==> config.mk <==
export PLATFORM = sky130hd
export DESIGN_NAME = alu_uart_sequencer
export DESIGN_NICKNAME = d
export VERILOG_FILES = /design/src/rtl/alu_uart_sequencer.sv
export SDC_FILE = /design/constraint.sdc
export NUM_CORES = 1
export LEC_CHECK = 0
export CAP_MARGIN = 20
export CORE_MARGIN = 2
export CORE_UTILIZATION = 41
export CTS_CLUSTER_SIZE = 40
export DETAILED_ROUTE_END_ITERATION = 8
export DONT_BUFFER_PORTS = 1
export GPL_TIMING_DRIVEN = 1
export HOLD_SLACK_MARGIN = 0.1
export PLACE_DENSITY = 0.64
export SLEW_MARGIN = 10
export SYNTH_ARGS = -nofsm -noshare
export SYNTH_HDL_FRONTEND = slang
export SYNTH_SLANG_ARGS = --single-unit
==> constraint.sdc <==
create_clock -name i_clk -period 2.5 [get_ports i_clk]
set_input_delay 0.375 -clock i_clk [delete_from_list [all_inputs] [get_ports i_clk]]
set_output_delay 0.375 -clock i_clk [all_outputs]
set_load 0.005 [all_outputs]
==> src/rtl/alu_uart_sequencer.sv <==
// Sequencer between the UART and a combinational ALU: gathers operand A, operand B
// and opcode bytes, latches the 9-bit ALU result and returns it as two tx bytes.
module alu_uart_sequencer #(
   parameter int NB_DATA = 8,
   parameter int NB_OPS  = 6
) (
   input  logic               i_clk,
   input  logic               i_rst_n,
   input  logic [NB_DATA-1:0] i_rx_data,
   input  logic               i_rx_done,
   input  logic [NB_DATA:0]   i_alu_res,
   input  logic               i_tx_done,
   output logic [NB_DATA-1:0] o_data_a,
   output logic [NB_DATA-1:0] o_data_b,
   output logic [NB_OPS-1:0]  o_ops,
   output logic [NB_DATA-1:0] o_tx_data,
   output logic               o_tx_start,
   output logic               o_busy,
   output logic               o_done
);

   typedef enum logic [2:0] {
      WAIT_A,
      WAIT_B,
      WAIT_OP,
      EXEC,
      SEND_LO,
      WAIT_LO,
      SEND_HI,
      WAIT_HI
   } state_t;

   state_t               state_q;
   logic [NB_DATA-1:0]   data_a_q;
   logic [NB_DATA-1:0]   data_b_q;
   logic [NB_OPS-1:0]    ops_q;
   logic [NB_DATA:0]     res_q;
   logic [NB_DATA-1:0]   tx_data_q;
   logic                 tx_start_q;
   logic                 busy_q;
   logic                 done_q;

   // Strobes seen outside their waiting state fall through the case untouched,
   // so stray rx bytes and tx_done pulses are simply dropped.
   always_ff @(posedge i_clk or negedge i_rst_n) begin
      if (!i_rst_n) begin
         state_q    <= WAIT_A;
         data_a_q   <= '0;
         data_b_q   <= '0;
         ops_q      <= '0;
         res_q      <= '0;
         tx_data_q  <= '0;
         tx_start_q <= 1'b0;
         busy_q     <= 1'b0;
         done_q     <= 1'b0;
      end else begin
         tx_start_q <= 1'b0;
         done_q     <= 1'b0;
         unique case (state_q)
            WAIT_A: begin
               if (i_rx_done) begin
                  data_a_q <= i_rx_data;
                  state_q  <= WAIT_B;
               end
            end
            WAIT_B: begin
               if (i_rx_done) begin
                  data_b_q <= i_rx_data;
                  state_q  <= WAIT_OP;
               end
            end
            WAIT_OP: begin
               if (i_rx_done) begin
                  ops_q   <= i_rx_data[NB_OPS-1:0];
                  busy_q  <= 1'b1;
                  state_q <= EXEC;
               end
            end
            EXEC: begin
               // Low byte is registered straight from the ALU so tx_start is high in SEND_LO.
               res_q      <= i_alu_res;
               tx_data_q  <= i_alu_res[NB_DATA-1:0];
               tx_start_q <= 1'b1;
               state_q    <= SEND_LO;
            end
            SEND_LO: begin
               state_q <= WAIT_LO;
            end
            WAIT_LO: begin
               if (i_tx_done) begin
                  tx_data_q  <= NB_DATA'(res_q >> NB_DATA);
                  tx_start_q <= 1'b1;
                  state_q    <= SEND_HI;
               end
            end
            SEND_HI: begin
               state_q <= WAIT_HI;
            end
            WAIT_HI: begin
               if (i_tx_done) begin
                  done_q  <= 1'b1;
                  busy_q  <= 1'b0;
                  state_q <= WAIT_A;
               end
            end
            default: begin
               state_q <= WAIT_A;
            end
         endcase
      end
   end

   assign o_data_a   = data_a_q;
   assign o_data_b   = data_b_q;
   assign o_ops      = ops_q;
   assign o_tx_data  = tx_data_q;
   assign o_tx_start = tx_start_q;
   assign o_busy     = busy_q;
   assign o_done     = done_q;

endmodule

==> impl_results.md <==
- Status: complete, no violations
- Avg Vias per Cell: 5.41
- Yosys warns: 0
- First-pass GRT wire length: 4550 um
- Initial Utilization: 0.423
- Placer Congestion: 0.782
- Synth Flop Type: dfrtp_1
- Crit path max fanout: 5
- Post-CTS Setup Inserts: 0
- RSZ-0062 raised after global routing: false
- Combinational fraction of design power: 0.319
- Layout cells sized above 1: 0.455
- Post-route DRC violation count: 0
- TritonCTS Buffers: 5
- Synth Area in XOR/XNOR: 0
- F_max: 625 MHz
- Sequential fraction of the synthesis area: 0.597
- Worst VDD drop: 0.000587 V
- Layout filler cell count: 342
- CTS tree: done
- Required time of the critical path: 2670 ps
- Max_cap viols: 0
- Clock Skews: 2.98 ps
- Combinational family with the most area after synthesis: multiplexers
- Largest net degree at the start of global routing: 38
- Nets@finish: 134
- Core ar.: 3660 um^2
- Horiz. Die Dim: 65.5 um
- Io pins: 54
- CP startpoint kind: flop
- Yosys top cell area share: 0.597
- Max-slew violation count: 0
- Post-synth EDFFs: 0
- DR pass1 iterations: 4
- Root Buffer: clkbuf_8
- Critical Path AT: 1770 ps
- Crit end category: flop
- PwrDens: 1320 nW/um^2
- Post-Syn Instances: 102
- Final wirelength: 2760 um
- Worst slew pin tran: 401 ps
- Overflow after GRT: 0
- Top cells by count, synth: dfrtp_1, mux2_2, a22o_2
- Final Hold Fails: 0
- Rel. slew slack: 0.733
- Final core utilization: 0.464
- CTS H-tree lvls: 2
- Clock share of power: 0.171
- Pleak: 0.781 nW
- Area grow syn2layout: 9.69%
- Yosys reg bits: 37
- Complex-gate fraction of the synthesized area: 0.0880
- Mapped Avg Cell Area: 15.2 um^2
- Synth top area cells: dfrtp_1, mux2_2, a22o_2
- Number of clock sinks: 37
- Wirelength per Cell: 17.5 um
- Post-Syn Area: 1550 um^2
- Mux contribution to synthesized area: 0.194
- Adder-cell share of the synthesized area: 0.0323
- Vias in the first global route: 977
- Hold Path Class: in2reg
- Clock Tree Buf Depth: 2
- Yosys cell types: 21
- Cell with the most instances after synthesis: dfrtp_1
- Kind of critical path: reg2reg
- HPWL after DPL: 1970 um
- Top cell type by total area after synthesis: dfrtp_1
- Post-Route Setup TNS: 0 ps
- Sequential Power Share: 0.510
- Setup violators final: 0
- Antenna Cells: 0
- DRT iter0 DRCs: 15
- Post-route minimum period: 1600 ps
- Reg clk slew, reported paths: 70 ps
- FFs w/ async S/R, synth: 1.00
- Post-cts sizing count: 0
- Internal: 1.50 mW
- Antenna viol nets, final: 0
- Placement Rows: 22
- Initial antenna violation count: 0
- Post-Synth Simple-Gate Area: 0.0597
- Clock Latency Late Sink: 280 ps
- Quantity of I/O buffers inserted on ports: 0
- Final Cycle Share: 0.640
- Die ar.: 4290 um^2
- DR vias: 854
- Chip Height: 65.5 um
- Net count after synthesis: 127
- Total GRT Usage: 0.144
- Sw Pwr: 0.740 mW
- Switching share of power: 0.331
## what timing repair did
item,4_1_cts,5_1_grt
endpoints found under the hold margin,37,0
hold buffers,2,0
endpoints found under the setup margin,0,0
## cell usage in the layout (no fill, tap or decap), drive strengths merged, types with 3 or more instances in the layout
master  instances
a22o            7
clkbuf          6
dfrtp          37
ha              4
inv             6
mux2           26
nand2           4
o21ai           3
## flip-flops by register name, summed over array words and instances (netlist names)
register / cells
o_busy: 1
o_data_a: 8
o_data_b: 8
o_done: 1
o_ops: 6
o_tx_data: 8
o_tx_start: 1
res_q: 1
state_q: 3
## final timing paths
path | startpoint | end | slack, ps | cells past startpoint
setup reg to reg | state_q[1]$_DFFE_PN0P_ | state_q[1]$_DFFE_PN0P_ | 900 | 5
max in group asynchronous | i_rst_n | o_busy$_DFFE_PN0P_ | 1750 | 2
min in group asynchronous | i_rst_n | o_done$_DFF_PN0_ | 570 | 2
hold reg to reg | res_q[8]$_DFFE_PN0P_ | res_q[8]$_DFFE_PN0P_ | 530 | 1
hold / removal | i_rx_data[2] | o_data_b[2]$_DFFE_PN0P_ | 240 | 1
setup / recovery | state_q[1]$_DFFE_PN0P_ | state_q[1]$_DFFE_PN0P_ | 900 | 5
## worst max-delay path, cell delays in order (launching register included)
cell,delay [ps]
dfrtp_1,410
inv_1,90
ha_1,300
nor2_1,130
o22ai_2,220
mux2_2,350
## stage by stage
stage	cell area [um^2]	worst slack [ps]	std cells	total power [mW]	hold WS (ps)
4_1_cts	1700	888	158	2.28	226
3_5_place_dp	1590	894	148	1.86	80.4
6_report	1700	900	158	2.24	238
3_3_place_gp	1590	958	148	1.82	80.3
5_1_grt	1700	774	158	2.41	221
2_1_floorplan	1550	987	102	1.73	79.4
## layout make-up
type,count,area (um^2),share of cell area
flip-flops and latches,37,926,0.545
well taps,48,60.1,0.0353
repair buffers,2,30.0,0.0177
clock inverters,2,10.0,0.00589
inverters,6,22.5,0.0132
clock buffers,6,72.6,0.0427
multi-input cells,57,579,0.341
## cell families after synthesis
kind of cell | Yosys count
AOI/OAI and AO/OA | 14
buffers and inverters | 8
DFF | 37
and+or+nand+nor | 13
muxes | 26
adders and majority gates | 4
## power groups by stage
stage                     sequential [mW]  clock [mW]  combinational (mW)
after global routing                 1.18       0.432               0.797
after global placement               1.14           0               0.671
after floorplan                      1.06           0               0.665
after CTS                            1.15       0.404               0.728
after detailed placement             1.15           0               0.710
final                                1.14       0.382               0.714
## routing by layer
layer	track usage	up-vias	wire length [um]	share of wire
met5	0	-	0	0
met4	0.0547	0	39	0.014
met3	0.0719	5	343	0.12
met2	0.250	48	1360	0.49
met1	0.148	427	1020	0.37
li1	-	374	-	-
Power figures use the tool's default switching activity.
